<file path="src/rtl/cpu_types_pkg.sv">
// Shared CPU datapath types: words, register indices, ALU opcodes and the
// forwarding-source select used by the ID/EX operand bypass.
package cpu_types_pkg;

  localparam int WORD_W = 32;
  localparam int REG_W  = 5;

  typedef logic [WORD_W-1:0] word_t;
  typedef logic [REG_W-1:0]  regbits_t;

  typedef enum logic [3:0] {
    ALU_SLL  = 4'd0,
    ALU_SRL  = 4'd1,
    ALU_ADD  = 4'd2,
    ALU_SUB  = 4'd3,
    ALU_AND  = 4'd4,
    ALU_OR   = 4'd5,
    ALU_XOR  = 4'd6,
    ALU_NOR  = 4'd7,
    ALU_SLT  = 4'd8,
    ALU_SLTU = 4'd9
  } aluop_t;

  // Where an operand comes from: the registered read data or a later stage.
  typedef enum logic [1:0] {
    FWD_REG = 2'd0,
    FWD_EXM = 2'd1,
    FWD_MWB = 2'd2
  } fwd_t;

  // A write-back source hits only for a nonzero index it actually writes.
  function automatic logic wb_hit(input logic regwen, input regbits_t wsel,
                                  input regbits_t src);
    return regwen && (wsel == src) && (src != '0);
  endfunction

endpackage

</file>
<file path="src/rtl/forward_unit.sv">
// Operand bypass select for one source register. Reports which later stage
// (if any) owns the newest value and presents that stage's result; the
// caller keeps its own registered read data for the FWD_REG case.
module forward_unit
  import cpu_types_pkg::*;
#(
  parameter int WORD_W = 32,
  parameter int REG_W  = 5
) (
  input  logic [REG_W-1:0]  src,
  input  logic              exm_regwen,
  input  logic [REG_W-1:0]  exm_wsel,
  input  logic [WORD_W-1:0] exm_dat,
  input  logic              mwb_regwen,
  input  logic [REG_W-1:0]  mwb_wsel,
  input  logic [WORD_W-1:0] mwb_dat,
  output fwd_t              sel,
  output logic [WORD_W-1:0] dat
);

  // EX/MEM is younger than MEM/WB, so it wins when both match.
  always_comb begin
    sel = FWD_REG;
    dat = '0;
    if (wb_hit(exm_regwen, exm_wsel, src)) begin
      sel = FWD_EXM;
      dat = exm_dat;
    end else if (wb_hit(mwb_regwen, mwb_wsel, src)) begin
      sel = FWD_MWB;
      dat = mwb_dat;
    end
  end

endmodule

</file>
<file path="src/rtl/id_ex_stage.sv">
// ID/EX pipeline register feeding the ALU. Captures decoded operands and
// control, bypasses results from EX/MEM and MEM/WB, picks register or
// immediate for operand B and flags load-use hazards against decode.
module id_ex_stage
  import cpu_types_pkg::*;
#(
  parameter int WORD_W = 32,
  parameter int REG_W  = 5
) (
  input  logic              CLK,
  input  logic              RST,
  input  logic              stall,
  input  logic              flush,
  input  logic              d_valid,
  input  aluop_t            d_aluop,
  input  logic [WORD_W-1:0] d_rdat1,
  input  logic [WORD_W-1:0] d_rdat2,
  input  logic [WORD_W-1:0] d_imm,
  input  logic              d_alusrc,
  input  logic [REG_W-1:0]  d_rs,
  input  logic [REG_W-1:0]  d_rt,
  input  logic [REG_W-1:0]  d_wsel,
  input  logic              d_regwen,
  input  logic              d_memread,
  input  logic              exm_regwen,
  input  logic [REG_W-1:0]  exm_wsel,
  input  logic [WORD_W-1:0] exm_dat,
  input  logic              mwb_regwen,
  input  logic [REG_W-1:0]  mwb_wsel,
  input  logic [WORD_W-1:0] mwb_dat,
  output aluop_t            aluop,
  output logic [WORD_W-1:0] ra,
  output logic [WORD_W-1:0] rb,
  output logic              e_valid,
  output logic              e_regwen,
  output logic              e_memread,
  output logic [REG_W-1:0]  e_wsel,
  output logic [WORD_W-1:0] e_store_dat,
  output logic              load_use
);

  logic              r_valid;
  logic              r_regwen;
  logic              r_memread;
  aluop_t            r_aluop;
  logic [WORD_W-1:0] r_rdat1;
  logic [WORD_W-1:0] r_rdat2;
  logic [WORD_W-1:0] r_imm;
  logic              r_alusrc;
  logic [REG_W-1:0]  r_rs;
  logic [REG_W-1:0]  r_rt;
  logic [REG_W-1:0]  r_wsel;

  fwd_t              fwd_a_sel;
  fwd_t              fwd_b_sel;
  logic [WORD_W-1:0] fwd_a_dat;
  logic [WORD_W-1:0] fwd_b_dat;
  logic [WORD_W-1:0] rt_val;

  // Stage register: reset beats flush beats stall beats capture. A flush
  // clears data fields too so a bubble carries no stale operands.
  always_ff @(posedge CLK) begin
    if (RST || flush) begin
      r_valid   <= 1'b0;
      r_regwen  <= 1'b0;
      r_memread <= 1'b0;
      r_aluop   <= ALU_SLL;
      r_rdat1   <= '0;
      r_rdat2   <= '0;
      r_imm     <= '0;
      r_alusrc  <= 1'b0;
      r_rs      <= '0;
      r_rt      <= '0;
      r_wsel    <= '0;
    end else if (!stall) begin
      r_valid   <= d_valid;
      r_regwen  <= d_regwen;
      r_memread <= d_memread;
      r_aluop   <= d_aluop;
      r_rdat1   <= d_rdat1;
      r_rdat2   <= d_rdat2;
      r_imm     <= d_imm;
      r_alusrc  <= d_alusrc;
      r_rs      <= d_rs;
      r_rt      <= d_rt;
      r_wsel    <= d_wsel;
    end
  end

  forward_unit #(.WORD_W(WORD_W), .REG_W(REG_W)) u_fwd_a (
    .src        (r_rs),
    .exm_regwen (exm_regwen),
    .exm_wsel   (exm_wsel),
    .exm_dat    (exm_dat),
    .mwb_regwen (mwb_regwen),
    .mwb_wsel   (mwb_wsel),
    .mwb_dat    (mwb_dat),
    .sel        (fwd_a_sel),
    .dat        (fwd_a_dat)
  );

  forward_unit #(.WORD_W(WORD_W), .REG_W(REG_W)) u_fwd_b (
    .src        (r_rt),
    .exm_regwen (exm_regwen),
    .exm_wsel   (exm_wsel),
    .exm_dat    (exm_dat),
    .mwb_regwen (mwb_regwen),
    .mwb_wsel   (mwb_wsel),
    .mwb_dat    (mwb_dat),
    .sel        (fwd_b_sel),
    .dat        (fwd_b_dat)
  );

  // Operand muxing; outputs stay live during bubbles, consumers gate on e_valid.
  always_comb begin
    ra     = (fwd_a_sel == FWD_REG) ? r_rdat1 : fwd_a_dat;
    rt_val = (fwd_b_sel == FWD_REG) ? r_rdat2 : fwd_b_dat;
    rb     = r_alusrc ? r_imm : rt_val;
  end

  assign e_store_dat = rt_val;
  assign aluop       = r_aluop;
  assign e_valid     = r_valid;
  assign e_regwen    = r_regwen;
  assign e_memread   = r_memread;
  assign e_wsel      = r_wsel;

  // Load in EX feeding a register decode reads; rt is checked even for
  // immediate forms since a store still consumes it.
  always_comb begin
    load_use = r_valid && r_memread && r_regwen && (r_wsel != '0) && d_valid &&
               ((r_wsel == d_rs) || (r_wsel == d_rt));
  end

endmodule

</file>
<file path="config.mk">
export PLATFORM = sky130hd
export DESIGN_NAME = id_ex_stage
export DESIGN_NICKNAME = d
export VERILOG_FILES = /design/src/rtl/cpu_types_pkg.sv /design/src/rtl/forward_unit.sv /design/src/rtl/id_ex_stage.sv
export SDC_FILE = /design/constraint.sdc
export NUM_CORES = 1
export LEC_CHECK = 0
export BUFFER_PORTS_ARGS = -buffer_cell sky130_fd_sc_hd__buf_4
export CORE_AREA = 2 2 194 120
export CTS_CLUSTER_SIZE = 28
export DETAILED_ROUTE_END_ITERATION = 12
export DIE_AREA = 0 0 196 122
export GPL_ROUTABILITY_DRIVEN = 0
export GPL_TIMING_DRIVEN = 0
export PLACE_DENSITY_LB_ADDON = 0.05
export SYNTH_ARGS = -nofsm -noshare
export SYNTH_HDL_FRONTEND = slang
export SYNTH_HIERARCHICAL = 1
export SYNTH_SLANG_ARGS = --single-unit
export TNS_END_PERCENT = 5
</file>
<file path="constraint.sdc">
create_clock -name CLK -period 4.2 [get_ports CLK]
set_input_delay 0.21 -clock CLK [delete_from_list [all_inputs] [get_ports CLK]]
set_output_delay 0.21 -clock CLK [all_outputs]
set_load 0.02 [all_outputs]
</file>
---- Word-level counts from Yosys, hierarchy flattened ----
Cells that the tools add are included.
storage, ports and cells
  register bits after elaboration ......... 119
  input bits .............................. 199
  output and inout port bits .............. 109
  logic and storage cells ................. 48
operators by class
  eq/ne operators ......................... 6
  muxes and demuxes ....................... 11
  reduce and logical (&&, ||, !) cells .... 20
operators with widths
  operator             count
  $mux W32             7
  $eq A5 B5 Y1         6
  $reduce_bool A5 Y1   3
  $logic_and A1 B1 Y1  13
  $mux W2              4
  $logic_not A2 Y1     2
  $logic_or A1 B1 Y1   2

---- Logic depth before layout (Yosys ltp) ----
Gate-level depths: netlist (run 1).
  word-level depth ........................ 8
  depth in mapped cells ................... 10
  mapped depth without buffers ............ 7

---- Modules after synthesis ----
The synthesis (run 1) kept the hierarchy.
by module, submodules not included
  module        instances  cells an instance  area an instance (um^2)  seq. area each (um^2)
  id_ex_stage   1          510                5,572.8                  2,382.3
  forward_unit  2          131                1,031.0                  0.0

---- Least setup slack after synthesis (run 1) ----
OpenSTA, ideal clock, no wires.
  path kind ............................... flip-flop to output port
  start point ............................. register r_rt[2]
  end point ............................... output rb[10]
  data arrival time ....................... 2,648 ps
  required time ........................... 3,990 ps
  setup slack ............................. 1,342 ps
  cell stages (with the launch flop) ...... 10
  buffers on the path ..................... 2
  path through ............................ dfxtp_1 > or4_4 > nor2_4 > buf_1 > nor2_1 > and4_1 > nor2_4 > buf_8 > mux2_4 > mux2_2
on the way
  longest elaborated chain between the ends .. 8
  elaborated cells between the ends (all ways) .. 14
  classes of those cells .................. 2 x eq/ne; 6 x mux; 6 x reduce/logical
RTL lines
  what                              line                 source
  start, declared                   id_ex_stage.sv:51    logic [REG_W-1:0] r_rt;
  start signal, assigned            id_ex_stage.sv:85    r_rt <= d_rt;
  $eq A5 B5 Y1                      cpu_types_pkg.sv:34  return regwen && (wsel == src) && (src != '0);
  $logic_and A1 B1 Y1 (2 in a row)  cpu_types_pkg.sv:34
  $mux W2                           forward_unit.sv:28   end else if (wb_hit(mwb_regwen, mwb_wsel, src)) begin
  $mux W2 (*)                       forward_unit.sv:25   if (wb_hit(exm_regwen, exm_wsel, src)) begin
  named net fwd_b_sel[1]            id_ex_stage.sv:55    fwd_t fwd_b_sel;
  $logic_not A2 Y1 (*)              id_ex_stage.sv:117   rt_val = (fwd_b_sel == FWD_REG) ? r_rdat2 : fwd_b_dat;
  $mux W32 (*)                      id_ex_stage.sv:117
  named net e_store_dat[10]         id_ex_stage.sv:38    output logic [WORD_W-1:0] e_store_dat,
  $mux W32 (*)                      id_ex_stage.sv:118   rb = r_alusrc ? r_imm : rt_val;
  end, declared                     id_ex_stage.sv:33    output logic [WORD_W-1:0] rb,
The timed path passes the listed nets; every way through them passes the cells marked *.

---- Worst setup path after layout (run 1) ----
  start point ............................. register r_rs[2]
  end point ............................... output ra[14]
on the way
  longest elaborated chain between the ends .. 7
  elaborated cells between the ends (all ways) .. 13
  classes of those cells .................. 2 x eq/ne; 5 x mux; 6 x reduce/logical
RTL lines
  what                              line                 source
  start, declared                   id_ex_stage.sv:50    logic [REG_W-1:0] r_rs;
  start signal, assigned            id_ex_stage.sv:84    r_rs <= d_rs;
  $eq A5 B5 Y1                      cpu_types_pkg.sv:34
  $logic_and A1 B1 Y1 (2 in a row)  cpu_types_pkg.sv:34
  $mux W2                           forward_unit.sv:28
  $mux W2 (*)                       forward_unit.sv:25
  named net fwd_a_sel[1]            id_ex_stage.sv:54    fwd_t fwd_a_sel;
  $logic_not A2 Y1 (*)              id_ex_stage.sv:116   ra = (fwd_a_sel == FWD_REG) ? r_rdat1 : fwd_a_dat;
  $mux W32 (*)                      id_ex_stage.sv:116
  end, declared                     id_ex_stage.sv:32    output logic [WORD_W-1:0] ra,
Marks and branches as above.

==> results of run 1 <==
[path summary, 6_finish.rpt]
kind                                         startpoint                      end  slack, ns
worst min-delay path                          d_imm[16]   r_imm[16]$_SDFFE_PP0N_       0.02
worst max-delay path               r_rs[2]$_SDFFE_PP0N_                   ra[14]       0.33
worst min register to register  r_rdat1[7]$_SDFFE_PP0N_  r_rdat1[7]$_SDFFE_PP0N_       0.49
worst max register to register    r_alusrc$_SDFFE_PP0N_    r_alusrc$_SDFFE_PP0N_       2.65
[per-stage QoR]
step                      cells   util
final                      1434  0.502
after global routing       1434  0.502
after CTS                  1434  0.502
after detailed placement   1369  0.460
after global placement     1369  0.460
after floorplan             772      -
[area by class of cell]
type | instances | area, um2
fillers | 2168 | 11100
repair buffers | 338 | 2620
clock buffers | 23 | 468
clock inverters | 9 | 148
inverters | 2 | 7.51
multi-input cells | 581 | 4850
well taps | 292 | 365
flip-flops and latches | 119 | 2380
plain buffers | 70 | 397
[synthesized netlist by cell type, drive strengths merged]
| cell | instances |
|---|---|
| dfxtp | 119 |
| xor2 | 10 |
| and4 | 2 |
| clkbuf | 25 |
| buf | 45 |
| nand4 | 5 |
| or2 | 1 |
| mux2i | 119 |
| inv | 2 |
| nand3 | 66 |
| a221oi | 1 |
| mux2 | 160 |
| xnor2 | 20 |
| nor2 | 126 |
| nor3 | 67 |
| or4 | 4 |
[worst reg2reg max path, cell delays in order, from the launching register on]
cell      delay (ns)
dfxtp_1         0.30
clkbuf_1        0.54
buf_2           0.44
mux2i_1         0.12
nor2_1          0.09
[layer usage]
metal / vias to the layer above / track usage
met2: 222 / 0.346
met1: 3204 / 0.327
li1: 3443 / -
met4: 0 / 0.0549
met5: - / 0
met3: 12 / 0.0626
[flip-flops by register name (all words and copies together) (netlist names)]
name	count
e_valid	1
e_regwen	1
r_rdat2	32
r_imm	32
r_rdat1	32
r_rs	5
r_rt	5
r_alusrc	1
e_memread	1
e_wsel	5
aluop	4
[power by group through the flow]
stage	clock, mW	sequential (mW)	combinational, mW
detailed placement	0	1.22	0.603
CTS	1.60	1.19	0.632
floorplan	0	1.21	0.312
global placement	0	1.21	0.601
global route	1.66	1.20	0.679
finish	1.57	1.19	0.629
[cells by family after synthesis]
family / share of synthesized area
mux: 0.434
simple gates: 0.165
flops: 0.312
buf+inv: 0.0529
xor+xnor: 0.0344
compound gates: 0.00115
[repair_timing]
item	CTS	global route
hold buffers	33	0
setup buffers	0	0
hold endpoints to repair	33	0
==> results.tsv, run 1 <==
metric	value	unit
grt_pass1_wl	41200	um
path_cells	or4_4 > nor2_4 > buf_1 > nor2_1 > and4_1 > nor2_1 > buf_2 > mux2_2 > buf_4	
max-slew-margin-rel	0.483	
fp.dieW	196	um
crit_arrival	3.66	ns
die_area	0.0239	mm2
met2_length	11700	um
critPathMostFrequentCell	nor2_1	
worstPathMaxFanout	10	
setup_tns	0	ns
clk_pin_slew	0.06	ns
ys_warn_count	6	
clk_latency	0.43	ns
antenna_cells	0	
start_kind	flip-flop	
grt_overflow	0	
grt_max_degree	17	
syn_area	0.00763	mm2
grtUsageTotal	0.230	
power.internal	2.51	mW
top_layer	met4	
pwr-share-comb	0.186	
layout_commonest_cell	buf_4	
drive_gt1_frac	0.475	
synth.area.top_cells	dfxtp_1 31%, mux2_4 17%, mux2i_1 16%	
rows	43	
cp.depth	9	
synthDistinctLibCells	22	
final_nets	1328	
min_path_type	in2reg	
htree_levels	4	
postSynthAreaPerCell	9.89	um2
finClkSkew	0	ns
slowest_stage	or4_4	
synth_top_area_share	0.312	
synthCells	772	
fin_crit_sh	0.921	
routedWlPerCell	19.1	um
cp.required	3.99	ns
die_y	122	um
worstMarginPinSlew	0.776	ns
finalHoldViolCount	0	
end_kind	output port	
first_pass_iters	6	
status	finished clean	
cts_buffers	17	
max_freq	259	MHz
wl_met1	13800	um
io_pins	308	
whs_path_depth	3	
cts_resized	0	
io_buffer_count	305	
pre_cts_slack	0.757	ns
dp_hpwl	20600	um
power.leakage	5.47	nW
ff2ff_path_depth	4	
design.core.area	0.0224	mm2
syn_to_final_growth	47.2	%
cts_root_buffer	clkbuf_16	
start_util	0.341	
layout_common_cells	306 x buf_4, 123 x nor2_1, 119 x mux2i_1, 119 x dfxtp_1, 86 x mux2_4	
viasPerCell	4.80	
cap_violations	0	
fin_crit	3.87	ns
clkPwrFrac	0.462	
crit_type	reg2out	
placed_cell_area	0.0103	mm2
total_power	3.39	mW
cts_buffer_depth	2	
cp_num_buf_inv	3	
setup_slack	0.333	ns
via_count	6881	
drc	0	
grt_setup_unrepaired	false	
cts_tree	built	
grt_pass1_vias	6994	
stdcell_area	0.0112	mm2
critical_path.max_stage_delay	0.58	ns
met3_length	1760	um
wirelength	27400	um
slew_violations	0	
yosysSeqAreaShare	0.312	
antenna_found_initial	0	
drt_iter0_drc	279	
whs	0.0175	ns
synth_top_cell_by_area	dfxtp_1	
swShare	0.259	
p_per_area	301	mW/mm2
syn_nets	971	
seqPwrFrac	0.352	
synth-seq-cells	119	
setup_viol_count_final	0	
critPathTopFamily	simple AND/OR/NAND/NOR gates	
power.switching	0.878	mW
max-vdd-ir-drop	0.000281	V
clock-sinks	119	
ant_nets	0	
Power figures use the tool's default switching activity.
==> inputs of run 2 (changes only) <==
Settings changed: RECOVER_POWER set to 100.
==> run 2 against run 1 <==
Against the previous run: first-iteration DRC count grew 0.36%; core utilization shrank 1.5 points; final cell count is the same; largest cell class unchanged; worst setup slack lost 0.064 ns; die area is the same; critical endpoint is now ra[22]; final area shrank 2.9%; via count is essentially flat; sequential share of layout area grew 0.63 points; highest routed layer unchanged; critical path depth is the same.
==> results.tsv, run 2 (synthesized netlist as in run 1, its figures left out) <==
metric	value	unit	change
status	finished clean		
worstMarginPinSlew	0.798	ns	+0.0222 ns
dp_hpwl	20600	um	unchanged
layout_commonest_cell	buf_4		
cts_tree	built		
die_area	0.0239	mm2	unchanged
antenna_cells	0		unchanged
syn_to_final_growth	42.9	%	
finClkSkew	0	ns	unchanged
wl_met1	14000	um	+1.6%
start_kind	flip-flop		
total_power	3.36	mW	-0.75%
top_layer	met4		
clk_latency	0.43	ns	about the same
fin_crit	3.93	ns	+0.0641 ns
start_util	0.341		unchanged
crit_type	reg2out		
grt_overflow	0		unchanged
grt_setup_unrepaired	false		
crit_arrival	3.72	ns	+0.06 ns
setup_viol_count_final	0		unchanged
cts_buffers	17		unchanged
fin_crit_sh	0.936		+0.0153
fp.dieW	196	um	unchanged
final_nets	1328		unchanged
regToRegSetupSlack	2.36	ns	-0.29 ns
io_buffer_count	305		unchanged
first_pass_iters	4		-2
min-delay-start	d_imm[27]		
power.leakage	5.21	nW	-4.8%
finalHoldViolCount	0		unchanged
io_pins	308		unchanged
place_inst	1369		unchanged
drc	0		unchanged
clk_pin_slew	0.05	ns	about the same
viasPerCell	4.80		about the same
routedWlPerCell	19.1	um	+0.18%
drt_iter0_drc	280		+0.36%
cts_root_buffer	clkbuf_16		
max-slew-margin-rel	0.468		-0.0148
end_kind	output port		
grt_max_degree	17		unchanged
grt_pass1_wl	41200	um	unchanged
fin_cells	1434		unchanged
path_cells	or4_1 > nor2_4 > clkbuf_1 > nor2_1 > and4_1 > nor2_1 > clkbuf_2 > mux2_2 > clkbuf_2		
slowest_stage	or4_1		
max-vdd-ir-drop	0.000281	V	about the same
grtUsageTotal	0.230		unchanged
ant_nets	0		unchanged
r2r_end	r_alusrc$_SDFFE_PP0N_		
fin_util	0.487		-0.0146
wirelength	27500	um	+0.18%
reg_top3	r_imm: 32 flops, r_rdat1: 32 flops, r_rdat2: 32 flops		
stdcell_area	0.0109	mm2	-2.9%
via_count	6882		+0.015%
cts_buffer_depth	2		unchanged
min_path_type	in2reg		
postCtsSetupRepairBufs	0		unchanged
critical_path.max_stage_delay	0.61	ns	+0.03 ns
antenna_found_initial	0		unchanged
fillers	2243		+3.5%
cp.required	3.99	ns	about the same
max_freq	254	MHz	-1.6%
startpoint	r_rs[2]$_SDFFE_PP0N_		
die_y	122	um	unchanged
slew_violations	0		unchanged
cap_violations	0		unchanged
clock-sinks	119		unchanged
design.core.area	0.0224	mm2	unchanged
met3_length	1710	um	-3.0%
whs_path_depth	3		unchanged
worstPathMaxFanout	10		unchanged
p_per_area	308	mW/mm2	+2.2%
grt_pass1_vias	6994		unchanged
htree_levels	4		unchanged
hold_path_end	r_imm[27]$_SDFFE_PP0N_		
rows	43		unchanged
drive_gt1_frac	0.411		-0.0639
setup_tns	0	ns	unchanged
placed_cell_area	0.0103	mm2	unchanged
layout_common_cells	237 x buf_4, 123 x nor2_1, 119 x mux2i_1, 119 x dfxtp_1		
met2_length	11600	um	-0.98%
ff2ff_path_depth	4		unchanged
rr_startpoint	r_alusrc$_SDFFE_PP0N_		
## run 2: changes by cell type in the layout (fill, tap and decap cells not counted), sizes merged
cell	before	now
buf	350	267
clkbuf	48	131
## run 2: layout make-up
class | instances | area (um2) | area share
Multi-Input combinational cell | 581 | 4740 | 0.434
Timing Repair Buffer | 338 | 2420 | 0.222
Sequential cell | 119 | 2380 | 0.218
Clock buffer | 23 | 468 | 0.0429
Buffer | 70 | 384 | 0.0352
Tap cell | 292 | 365 | 0.0335
Clock inverter | 9 | 148 | 0.0135
Inverter | 2 | 7.51 | 0.000688
## run 2: how the worst max path moves through the flow
stage,cells past startpoint,end,slack [ns]
2_1_floorplan,9,rb[10],1.34
3_3_place_gp,9,ra[14],0.80
3_5_place_dp,9,ra[14],0.76
4_1_cts,9,ra[14],0.28
5_1_grt,9,ra[19],0.08
6_report,9,ra[22],0.27
## run 2: routing by layer
metal  vias up  global-route usage
li1       3450                   -
met1      3191               0.327
met2       229               0.346
met3        12              0.0626
met4         0              0.0549
met5         -                   0
## run 2: what timing repair did
action,CTS,global route
hold buffers,33,0
resized for setup,0,0
endpoints found under the hold margin,33,0
## run 2: power breakdown
part	total (mW)	internal [mW]	switching, mW
Clock	1.57	1.02	0.545
Sequential	1.19	1.17	0.0243
Combinational	0.605	0.297	0.308
Total	3.36	2.48	0.877
## run 2: through the flow
| stage | hold WS (ns) | worst slack (ns) |
|---|---|---|
| final | 0.0176 | 0.268 |
| after global routing | 0.000725 | 0.0809 |
| after CTS | 0.0000636 | 0.278 |
| after detailed placement | 0.448 | 0.757 |
| after global placement | 0.442 | 0.797 |
| after floorplan | 0.354 | 1.34 |
## run 2: critical path: cells and delay by family (launching register included)
family / cells / cell delay (ns)
buffers and inverters: 3 / 0.99
DFF: 1 / 0.38
muxes: 1 / 0.38
and+or+nand+nor: 5 / 1.54
==> inputs of run 3 (changes only) <==
Settings changed: ABC_CLOCK_PERIOD_IN_PS set to 4200, REMOVE_ABC_BUFFERS set to 1.
==> run 3 against run 2 <==
Against the previous run: the run now ends with capacitance limit, slew limit left; die area unchanged; register-to-register slack improved by 0.83 ns; via count about the same; combinational power increased by 4.8%; worst setup slack got worse by 0.12 ns; final cell count decreased by 3.2%; sequential cell count unchanged; non-clock buffer count decreased by 46; first-iteration DRC count increased by 24%; clock power decreased by 13%; core utilization unchanged; final area unchanged; critical endpoint is now rb[9]; largest cell class unchanged.
==> results.tsv, run 3 (synthesized netlist as in run 1, its figures left out) <==
metric	value	unit	change
met2_length	11700	um	+1.5%
layout_commonest_cell	buf_4		
cts_root_buffer	clkbuf_16		
top_layer	met4		
cts_resized	0		unchanged
start_util	0.341		unchanged
viasPerCell	4.95		+3.2%
min_path_type	in2reg		
die_area	0.0239	mm2	unchanged
max-vdd-ir-drop	0.000278	V	-1.0%
violations	capacitance limit, slew limit		
multi_input_area	0.00484	mm2	+2.2%
slowest_stage	or4_1		
die_y	122	um	unchanged
critPathMostFrequentCell	buf_4		
rows	43		unchanged
final_nets	1286		-3.2%
cap_violations	1		+1
drt_iter0_drc	348		+24%
fillers	2175		-3.0%
clock-sinks	119		unchanged
via_count	6877		-0.073%
design.core.area	0.0224	mm2	unchanged
critical_path.max_stage_delay	1.01	ns	+0.40 ns
start_kind	flip-flop		
fin_crit	4.05	ns	+0.121 ns
io_pins	308		unchanged
regArea	0.00238	mm2	about the same
cts_tree	built		
setup_viol_count_final	0		unchanged
grt_pass1_wl	40700	um	-1.1%
ant_nets	0		unchanged
clk_latency	0.42	ns	about the same
worstMarginPinSlew	3.30	ns	+2.50 ns
met3_length	2160	um	+27%
grt_max_degree	89		+72
end_kind	output port		
crit_type	reg2out		
routedWlPerCell	19.7	um	+2.7%
finClkSkew	0	ns	unchanged
wl_met1	13100	um	-6.1%
max-slew-margin-rel	-1.20		-1.67
crit_arrival	3.84	ns	+0.12 ns
dp_hpwl	18000	um	-13%
finalHoldViolCount	0		unchanged
drive_gt1_frac	0.421		+0.00994
setup_slack	0.147	ns	-0.121 ns
cp_num_buf_inv	2		-1
p_per_area	293	mW/mm2	-4.8%
fp.dieW	196	um	unchanged
cts_buffers	17		unchanged
syn_to_final_growth	42.9	%	unchanged
cts_buffer_depth	2		unchanged
power.leakage	5.17	nW	-0.65%
io_buffer_count	307		+0.66%
cp.required	3.99	ns	about the same
slew_violations	50		+50
antenna_found_initial	0		unchanged
antenna_cells	0		unchanged
fin_util	0.487		unchanged
fin_crit_sh	0.965		+0.0288
grt_setup_unrepaired	false		
htree_levels	4		unchanged
critPathTopFamily	simple AND/OR/NAND/NOR gates		
grt_overflow	0		unchanged
max_freq	247	MHz	-3.0%
status	finished with violations		
pre_cts_slack	-0.258	ns	-1.02 ns
layout_common_cells	244 x buf_4, 122 x nor2_1, 119 x mux2i_1		
path_cells	or4_4 > nor2_4 > buf_4 > or4_1 > mux2_1 > mux2_4 > mux2_2 > buf_4		
clk_pin_slew	0.05	ns	about the same
wirelength	27300	um	-0.57%
drc	0		unchanged
worstPathMaxFanout	17		+7
grtUsageTotal	0.226		-0.00449
reg_top3	r_imm: 32 flops, r_rdat1: 32 flops, r_rdat2: 32 flops		
grt_pass1_vias	6717		-4.0%
first_pass_iters	7		+3
run 3: changes by cell type in the layout (fill, tap and decap cells not counted), moves of 12 or more:
cell      before  now
clkbuf_1      72   48
buf_2         17    0
clkbuf_2      36   20
mux2_1        30   18
mux2_4        58   70
run 3: area by class of cell:
type                    count  area share
clock inverters             5     0.00459
clock buffers              23      0.0438
multi-input cells         585       0.444
flip-flops and latches    119       0.218
repair buffers            362       0.255
well taps                 292      0.0335
inverters                   2    0.000688
run 3: where the power goes:
group          switching, mW  leakage, nW  internal (mW)  total (mW)
combinational          0.312         3.94          0.322       0.634
sequential            0.0266        0.970           1.17        1.19
clock                  0.529        0.264          0.841        1.37
run 3: worst reg2reg max path, delay by kind of cell, from the launching register on:
| kind | cells | cell delay (ns) |
|---|---|---|
| mux | 1 | 0.15 |
| simple gates | 1 | 0.10 |
| flops | 1 | 0.65 |
run 3: final timing paths:
path                       startpoint                       end  slack, ns  cells past startpoint
min                         d_imm[25]    r_imm[25]$_SDFFE_PP0N_       0.02                      3
max reg2reg     r_alusrc$_SDFFE_PP0N_     r_alusrc$_SDFFE_PP0N_       3.19                      2
max              r_rt[2]$_SDFFE_PP0N_                     rb[9]       0.15                      8
min reg2reg  r_rdat1[17]$_SDFFE_PP0N_  r_rdat1[17]$_SDFFE_PP0N_       0.49                      2
run 3: what timing repair did:
action                                 4_1_cts  5_1_grt
setup endpoints to repair                   96       20
hold buffers                                37        0
pin swaps                                    4        1
gates cloned                                 4        0
endpoints found under the hold margin       37        0
setup buffers                                2        2
run 3: layer usage:
metal / global-route usage / up-vias
met3: 0.0678 / 20
met5: 0 / -
li1: - / 3354
met1: 0.316 / 3257
met2: 0.340 / 246
met4: 0.0549 / 0
run 3: through the flow:
step | TNS [ns] | total power, mW | instance area [um2] | instances | hold WS, ns
4_1_cts | 0 | 3.26 | 11200 | 1386 | 0.0000946
3_3_place_gp | -108.78 | 1.80 | 9910 | 1301 | 0.439
3_5_place_dp | -4.57 | 1.82 | 10200 | 1315 | 0.446
2_1_floorplan | 0 | 1.48 | 7240 | 702 | 0.354
6_report | 0 | 3.20 | 10900 | 1388 | 0.0151
5_1_grt | 0 | 3.34 | 10900 | 1388 | 0.000815
